### config.mk
export PLATFORM = sky130hd
export DESIGN_NAME = seg_scan_driver_flat
export DESIGN_NICKNAME = d
export VERILOG_FILES = /design/src/rtl/seg_scan_driver_if.sv /design/src/rtl/seg_scan_driver.sv /design/src/flat_wrapper.sv
export SDC_FILE = /design/constraint.sdc
export NUM_CORES = 1
export LEC_CHECK = 0
export ABC_AREA = 1
export CAP_MARGIN = 10
export CORE_ASPECT_RATIO = 0.7
export CORE_MARGIN = 8
export CORE_UTILIZATION = 55
export CTS_CLUSTER_SIZE = 8
export DETAILED_ROUTE_END_ITERATION = 6
export PLACE_DENSITY = 0.87
export SETUP_SLACK_MARGIN = 0.1
export SYNTH_ARGS = -nofsm -noshare
export SYNTH_HDL_FRONTEND = slang
export SYNTH_SLANG_ARGS = --single-unit
### constraint.sdc
create_clock -name clk -period 2.31 [get_ports clk]
set_input_delay 0.3465 -clock clk [delete_from_list [all_inputs] [get_ports clk]]
set_output_delay 0.3465 -clock clk [all_outputs]
set_load 0.005 [all_outputs]
### src/rtl/seg_scan_driver_if.sv
// seg_scan_driver_if: digit data / load strobe toward the scanner and
// segment / select / frame_start outputs back from it.
// The master side supplies digits; the scanner block uses the slave modport.
interface seg_scan_driver_if #(
    parameter int NUM_DIG = 8
);
    logic [4*NUM_DIG-1:0] dig_data;
    logic [NUM_DIG-1:0]   dp_mask;
    logic                 load;
    logic [7:0]           seg;
    logic [NUM_DIG-1:0]   sel;
    logic                 frame_start;

    modport master (
        output dig_data,
        output dp_mask,
        output load,
        input  seg,
        input  sel,
        input  frame_start
    );

    modport slave (
        input  dig_data,
        input  dp_mask,
        input  load,
        output seg,
        output sel,
        output frame_start
    );
endinterface

### src/rtl/seg_scan_driver.sv
// seg_scan_driver: time-multiplexed common-anode seven-segment scanner.
// Each digit slot starts with BLANK_CYC cycles of all selects off to avoid
// ghosting. New digit data is staged in a pending buffer and only copied
// into the displayed shadow at a frame boundary, so a frame never mixes
// two loads. Segments and selects are active-low and registered.
// Optional leading-zero blanking is built when the macro SEG_LZB_EN is
// defined; without it zeros always render as "0".
module seg_scan_driver #(
    parameter int NUM_DIG   = 8,
    parameter int SCAN_DIV  = 12000,
    parameter int BLANK_CYC = 200
) (
    input  logic             clk,
    input  logic             rst_n,
    seg_scan_driver_if.slave bus
);

    localparam int CNT_W = (SCAN_DIV > 1) ? $clog2(SCAN_DIV) : 1;
    localparam int IDX_W = (NUM_DIG > 1) ? $clog2(NUM_DIG) : 1;

    localparam logic [CNT_W-1:0] DIV_LAST  = CNT_W'(SCAN_DIV - 1);
    localparam logic [CNT_W-1:0] BLANK_END = CNT_W'(BLANK_CYC);
    localparam logic [IDX_W-1:0] IDX_LAST  = IDX_W'(NUM_DIG - 1);

    typedef enum logic {
        ST_BLANK = 1'b0,
        ST_SHOW  = 1'b1
    } slot_state_e;

    localparam slot_state_e ST_RESET = (BLANK_CYC > 0) ? ST_BLANK : ST_SHOW;

    // Scan position
    logic [CNT_W-1:0] div_cnt_q, div_cnt_d;
    logic [IDX_W-1:0] idx_q, idx_d;
    slot_state_e      state_q, state_d;
    logic             slot_end;
    logic             frame_end;

    // Frame buffering
    logic [NUM_DIG-1:0][3:0] pend_data_q, pend_data_d;
    logic                    pend_vld_q, pend_vld_d;
    logic [NUM_DIG-1:0][3:0] shadow_q, shadow_d;
    logic [NUM_DIG-1:0][3:0] dig_in;

    // Rendering
    logic [NUM_DIG-1:0] lzb_mask;
    logic [3:0]         cur_nib;
    logic               cur_blank;
    logic [7:0]         seg_q, seg_d;
    logic [NUM_DIG-1:0] sel_q, sel_d;
    logic               frame_start_q, frame_start_d;

    // Active-low 7-segment pattern (g..a) for one nibble; dp handled outside.
    function automatic logic [6:0] seg_decode(input logic [3:0] nib);
        logic [6:0] pat;
        case (nib)
            4'h0:    pat = 7'h40;
            4'h1:    pat = 7'h79;
            4'h2:    pat = 7'h24;
            4'h3:    pat = 7'h30;
            4'h4:    pat = 7'h19;
            4'h5:    pat = 7'h12;
            4'h6:    pat = 7'h02;
            4'h7:    pat = 7'h78;
            4'h8:    pat = 7'h00;
            4'h9:    pat = 7'h10;
            4'hA:    pat = 7'h3F;
            4'hF:    pat = 7'h7F;
            default: pat = 7'h06;
        endcase
        return pat;
    endfunction

    assign dig_in    = bus.dig_data;
    assign slot_end  = (div_cnt_q == DIV_LAST);
    assign frame_end = slot_end && (idx_q == IDX_LAST);

    // Slot divider, digit index and frame_start pulse generation.
    always_comb begin
        div_cnt_d     = div_cnt_q + 1'b1;
        idx_d         = idx_q;
        frame_start_d = frame_end;
        if (slot_end) begin
            div_cnt_d = '0;
            if (idx_q == IDX_LAST) begin
                idx_d = '0;
            end else begin
                idx_d = idx_q + 1'b1;
            end
        end
    end

    // Slot phase FSM: BLANK for the first BLANK_CYC cycles, then SHOW.
    always_comb begin
        state_d = ST_SHOW;
        if (div_cnt_d < BLANK_END) begin
            state_d = ST_BLANK;
        end
    end

    // Pending/shadow buffering: last load wins, shadow only moves at frame end.
    always_comb begin
        pend_data_d = pend_data_q;
        pend_vld_d  = pend_vld_q;
        shadow_d    = shadow_q;
        if (bus.load) begin
            pend_data_d = dig_in;
            pend_vld_d  = 1'b1;
        end
        if (frame_end) begin
            if (bus.load) begin
                shadow_d   = dig_in;
                pend_vld_d = 1'b0;
            end else if (pend_vld_q) begin
                shadow_d   = pend_data_q;
                pend_vld_d = 1'b0;
            end
        end
    end

`ifdef SEG_LZB_EN
    // Leading zeros (left of the first non-zero, non-blank digit) go dark.
    always_comb begin
        logic lead;
        lead     = 1'b1;
        lzb_mask = '0;
        for (int k = NUM_DIG - 1; k >= 1; k--) begin
            if (lead && (shadow_q[k] == 4'h0)) begin
                lzb_mask[k] = 1'b1;
            end
            if ((shadow_q[k] != 4'h0) && (shadow_q[k] != 4'hF)) begin
                lead = 1'b0;
            end
        end
    end
`else
    assign lzb_mask = '0;
`endif

    // Segment pattern for the current digit and the one-hot-low select.
    always_comb begin
        cur_nib   = shadow_q[idx_q];
        cur_blank = (cur_nib == 4'hF) || lzb_mask[idx_q];
        seg_d     = 8'hFF;
        if (!cur_blank) begin
            seg_d = {~bus.dp_mask[idx_q], seg_decode(cur_nib)};
        end
        sel_d = '1;
        for (int k = 0; k < NUM_DIG; k++) begin
            if ((state_q == ST_SHOW) && (idx_q == IDX_W'(k))) begin
                sel_d[k] = 1'b0;
            end
        end
    end

    // Control, shadow and output registers with synchronous active-low reset.
    always_ff @(posedge clk) begin
        if (!rst_n) begin
            div_cnt_q     <= '0;
            idx_q         <= '0;
            state_q       <= ST_RESET;
            pend_vld_q    <= 1'b0;
            shadow_q      <= '1;
            seg_q         <= 8'hFF;
            sel_q         <= '1;
            frame_start_q <= 1'b0;
        end else begin
            div_cnt_q     <= div_cnt_d;
            idx_q         <= idx_d;
            state_q       <= state_d;
            pend_vld_q    <= pend_vld_d;
            shadow_q      <= shadow_d;
            seg_q         <= seg_d;
            sel_q         <= sel_d;
            frame_start_q <= frame_start_d;
        end
    end

    // Pending data is qualified by pend_vld_q, so it needs no reset.
    always_ff @(posedge clk) begin
        pend_data_q <= pend_data_d;
    end

    assign bus.seg         = seg_q;
    assign bus.sel         = sel_q;
    assign bus.frame_start = frame_start_q;

endmodule

### src/flat_wrapper.sv
// flat-port wrapper written by rule: the top's interface ports become plain ports
module seg_scan_driver_flat 
#(
    parameter int NUM_DIG   = 8,
    parameter int SCAN_DIV  = 12000,
    parameter int BLANK_CYC = 200
)
  (clk, rst_n, bus_dig_data, bus_dp_mask, bus_load, bus_seg, bus_sel, bus_frame_start);
  seg_scan_driver_if #(.NUM_DIG(NUM_DIG)) bus_i ();
  input  logic clk;
  input  logic rst_n;
  input wire logic [$bits(bus_i.dig_data)-1:0] bus_dig_data;
  input wire logic [$bits(bus_i.dp_mask)-1:0] bus_dp_mask;
  input wire logic [$bits(bus_i.load)-1:0] bus_load;
  output wire logic [$bits(bus_i.seg)-1:0] bus_seg;
  output wire logic [$bits(bus_i.sel)-1:0] bus_sel;
  output wire logic [$bits(bus_i.frame_start)-1:0] bus_frame_start;
  assign bus_i.dig_data = bus_dig_data;
  assign bus_i.dp_mask = bus_dp_mask;
  assign bus_i.load = bus_load;
  assign bus_seg = bus_i.seg;
  assign bus_sel = bus_i.sel;
  assign bus_frame_start = bus_i.frame_start;
  seg_scan_driver #(.NUM_DIG(NUM_DIG), .SCAN_DIV(SCAN_DIV), .BLANK_CYC(BLANK_CYC)) u_core (.clk(clk), .rst_n(rst_n), .bus(bus_i));
endmodule
==> flow_summary.yaml <==
logic_synthesis:
  synth_cell_types: 32
  synth_top_area_share_pct: 30.6
  synth_area_per_cell_sq_um: 8.85
  syn-num-nets: 557
  syn_area_sq_um: 4440
  yosysSeqAreaShare_pct: 52.3
  ys_seq_elements: 100
  yosysWarnings: 0
  synth_top_cell_by_area: "dfxtp_1"
  synthTopCellsByArea: "dfxtp_1 31%, edfxtp_1 22%, nand2_1 12%"
  synth_cells: 502
global_route:
  grt_pass1_wl_microns: 16900
  antenna_found_initial: 0
  grt_max_degree: 36
  first_global_vias: 3491
  overflow: 0
  grt_use_total_pct: 18.6
floorplanning:
  row_count: 27
  die-area_sq_um: 11300
  core_area_sq_um: 7840
  start_util_pct: 56.7
  die_x_microns: 123
  ios: 60
  dieHeight_microns: 91.2
route:
  drt_pass1_iterations: 5
  first_iter_violations: 360
  vias: 3622
  met2_length_microns: 4310
  drt.antenna.violating_nets: 0
  viasPerCell: 5.42
  drc: 0
  dr_wl_met3_microns: 937
  wirelength_microns: 10100
  route.layer.met1.wl_microns: 4730
  wl_per_cell_microns: 15.1
  top_layer: "met4"
final_layout:
  final_common_cell: "nand2_1"
  nets: 617
  syn2layout_area_growth_pct: 22.7
  antenna_cells: 0
  most-common-layout-cells: "138 x nand2_1, 68 x dfxtp_1, 58 x clkdlybuf4s50_1, 56 x nor2_1, 53 x nand3_1"
  fillers: 589
  layout-drive-gt1-share_pct: 13.6
clocking:
  clock-sinks: 100
  htree_levels: 3
  cts_tree: "built"
  clockBufferDepth: 2
  cts-root-buf: "clkbuf_16"
  clk-insertion-delay-late_ps: 340
  clkSlewWorstSetupHoldPaths_ps: 70
  cts_buffers: 9
placement:
  place_ws_ps: 302
  hpwl_microns: 7430
  numPortBuffers: 59
  place_congestion: 0.904
setup_path:
  cp-startpoint: "u_core.idx_q[0]"
  path_class: "flop to flop"
  crit_path_max_fanout: 19
  worstPathArrival_ps: 2300
  crit_required_ps: 2540
  crit_path_start_kind: "flop"
  endpoint_kind: "flop"
  regToRegStartpoint: "u_core.idx_q[0]"
min_path:
  min_from: "bus_load"
  hp-class: "primary input to flop"
timing:
  slew_viol_final: 0
  timing.hold.ws_ps: 423
  slew_headroom_pct: 68.1
  fin_ws_ps: 244
  period_minus_slack_ps: 2070
  finalSetupViolCount: 0
  setup_tns_ps: 0
  skew_ps: 7.58
  hold_viol: 0
  period_share_pct: 89.4
  rsz0062_at_grt: "no"
  fmax_ghz: 0.484
  worst_pin_slew_ps: 474
power:
  vdd_drop_max_v: 0.000412
  p_per_area_nw_per_um2: 670
  power_leakage_nw: 2.27
run_status:
  outcome: "finished clean"
job:
  max_cap_viol_count: 0
[metal layers]
layer	vias to the layer above	global-route usage, %
met2	149	28.0
met4	0	4.10
met5	-	0
li1	1791	-
met1	1673	25.1
met3	9	6.37
[path summary, 6_finish.rpt]
path                                             to  slack (ps)  cells after the start
worst max-delay path              u_core.bus.seg[3]         240                     11
worst max register to register    u_core.bus.seg[3]         240                     11
worst min register to register  u_core.div_cnt_q[0]         470                      1
worst min-delay path              u_core.pend_vld_q         420                      3
[critical path: stages, from the launching register on]
cell	delay [ps]
dfxtp_1	360
buf_4	230
nor2_1	70
nor2_1	100
o21ai_0	140
nand3_1	100
o21ai_0	130
buf_4	180
ha_1	310
nand3_1	130
nand3_1	130
nand2_1	60
[logic make-up (layout without fill, tap and decap cells)]
logic type | after synthesis | count (layout) | share of synthesized area [%]
adder cells (fa/ha/maj) | 12 | 12 | 3.38
AND/OR/NAND/NOR | 260 | 260 | 24.7
XOR/XNOR | 4 | 4 | 0.789
flip-flops | 100 | 100 | 52.3
multiplexers | 32 | 32 | 8.11
AO/OA/AOI/OAI | 43 | 43 | 5.69
buffers and inverters | 51 | 116 | 5.07
[Yosys cell counts (all sizes together)]
| cell | instances |
|---|---|
| nor2 | 58 |
| nor3 | 4 |
| o21ai | 24 |
| dfxtp | 68 |
| clkbuf | 10 |
| a32o | 2 |
| nand4 | 3 |
| o21bai | 1 |
| buf | 12 |
| nand2 | 141 |
| inv | 25 |
| clkinv | 4 |
| o211ai | 8 |
| a21oi | 7 |
| o22ai | 1 |
| ha | 12 |
| nand3 | 54 |
| edfxtp | 32 |
| xor2 | 3 |
| xnor2 | 1 |
| mux2 | 32 |
[repair_timing]
item / CTS / global route
setup endpoints to repair: 0 / 8
resized for setup: 0 / 2
buffers inserted: 0 / 0
hold buffers: 0 / 0
[metrics by stage]
stage / area, sq um / cells / utilization (%) / power [mW]
floorplan: 4440 / 502 / - / 2.01
global placement: 5130 / 652 / 65.5 / 2.11
detailed placement: 5130 / 652 / 65.5 / 2.12
CTS: 5450 / 668 / 69.5 / 3.68
global route: 5450 / 668 / 69.5 / 3.76
finish: 5450 / 668 / 69.5 / 3.65
[where the power goes]
group / switching [mW] / internal, mW / total [mW]
clock: 0.656 / 0.913 / 1.57
combinational: 0.0808 / 0.119 / 0.199
sequential: 0.0138 / 1.87 / 1.88
total: 0.751 / 2.90 / 3.65
[sequential cells by signal (all words and copies together), names as in the netlist]
| register | cells |
|---|---|
| u_core.bus.sel | 8 |
| u_core.div_cnt_q | 14 |
| u_core.shadow_q | 32 |
| u_core.pend_vld_q | 1 |
| u_core.state_q | 1 |
| u_core.pend_data_q | 32 |
| u_core.bus.seg | 8 |
| u_core.idx_q | 3 |
| u_core.bus.frame_start | 1 |
[area by class of cell]
| class | instances | area (sq um) | area share [%] |
|---|---|---|---|
| flip-flops and latches | 100 | 2320 | 42.6 |
| clock buffers | 10 | 250 | 4.59 |
| repair buffers | 71 | 676 | 12.4 |
| multi-input cells | 351 | 1900 | 34.8 |
| inverters | 29 | 114 | 2.09 |
| well taps | 101 | 126 | 2.32 |
| clock inverters | 6 | 66.3 | 1.22 |
Note: power is estimated with default switching activity, not from simulation.
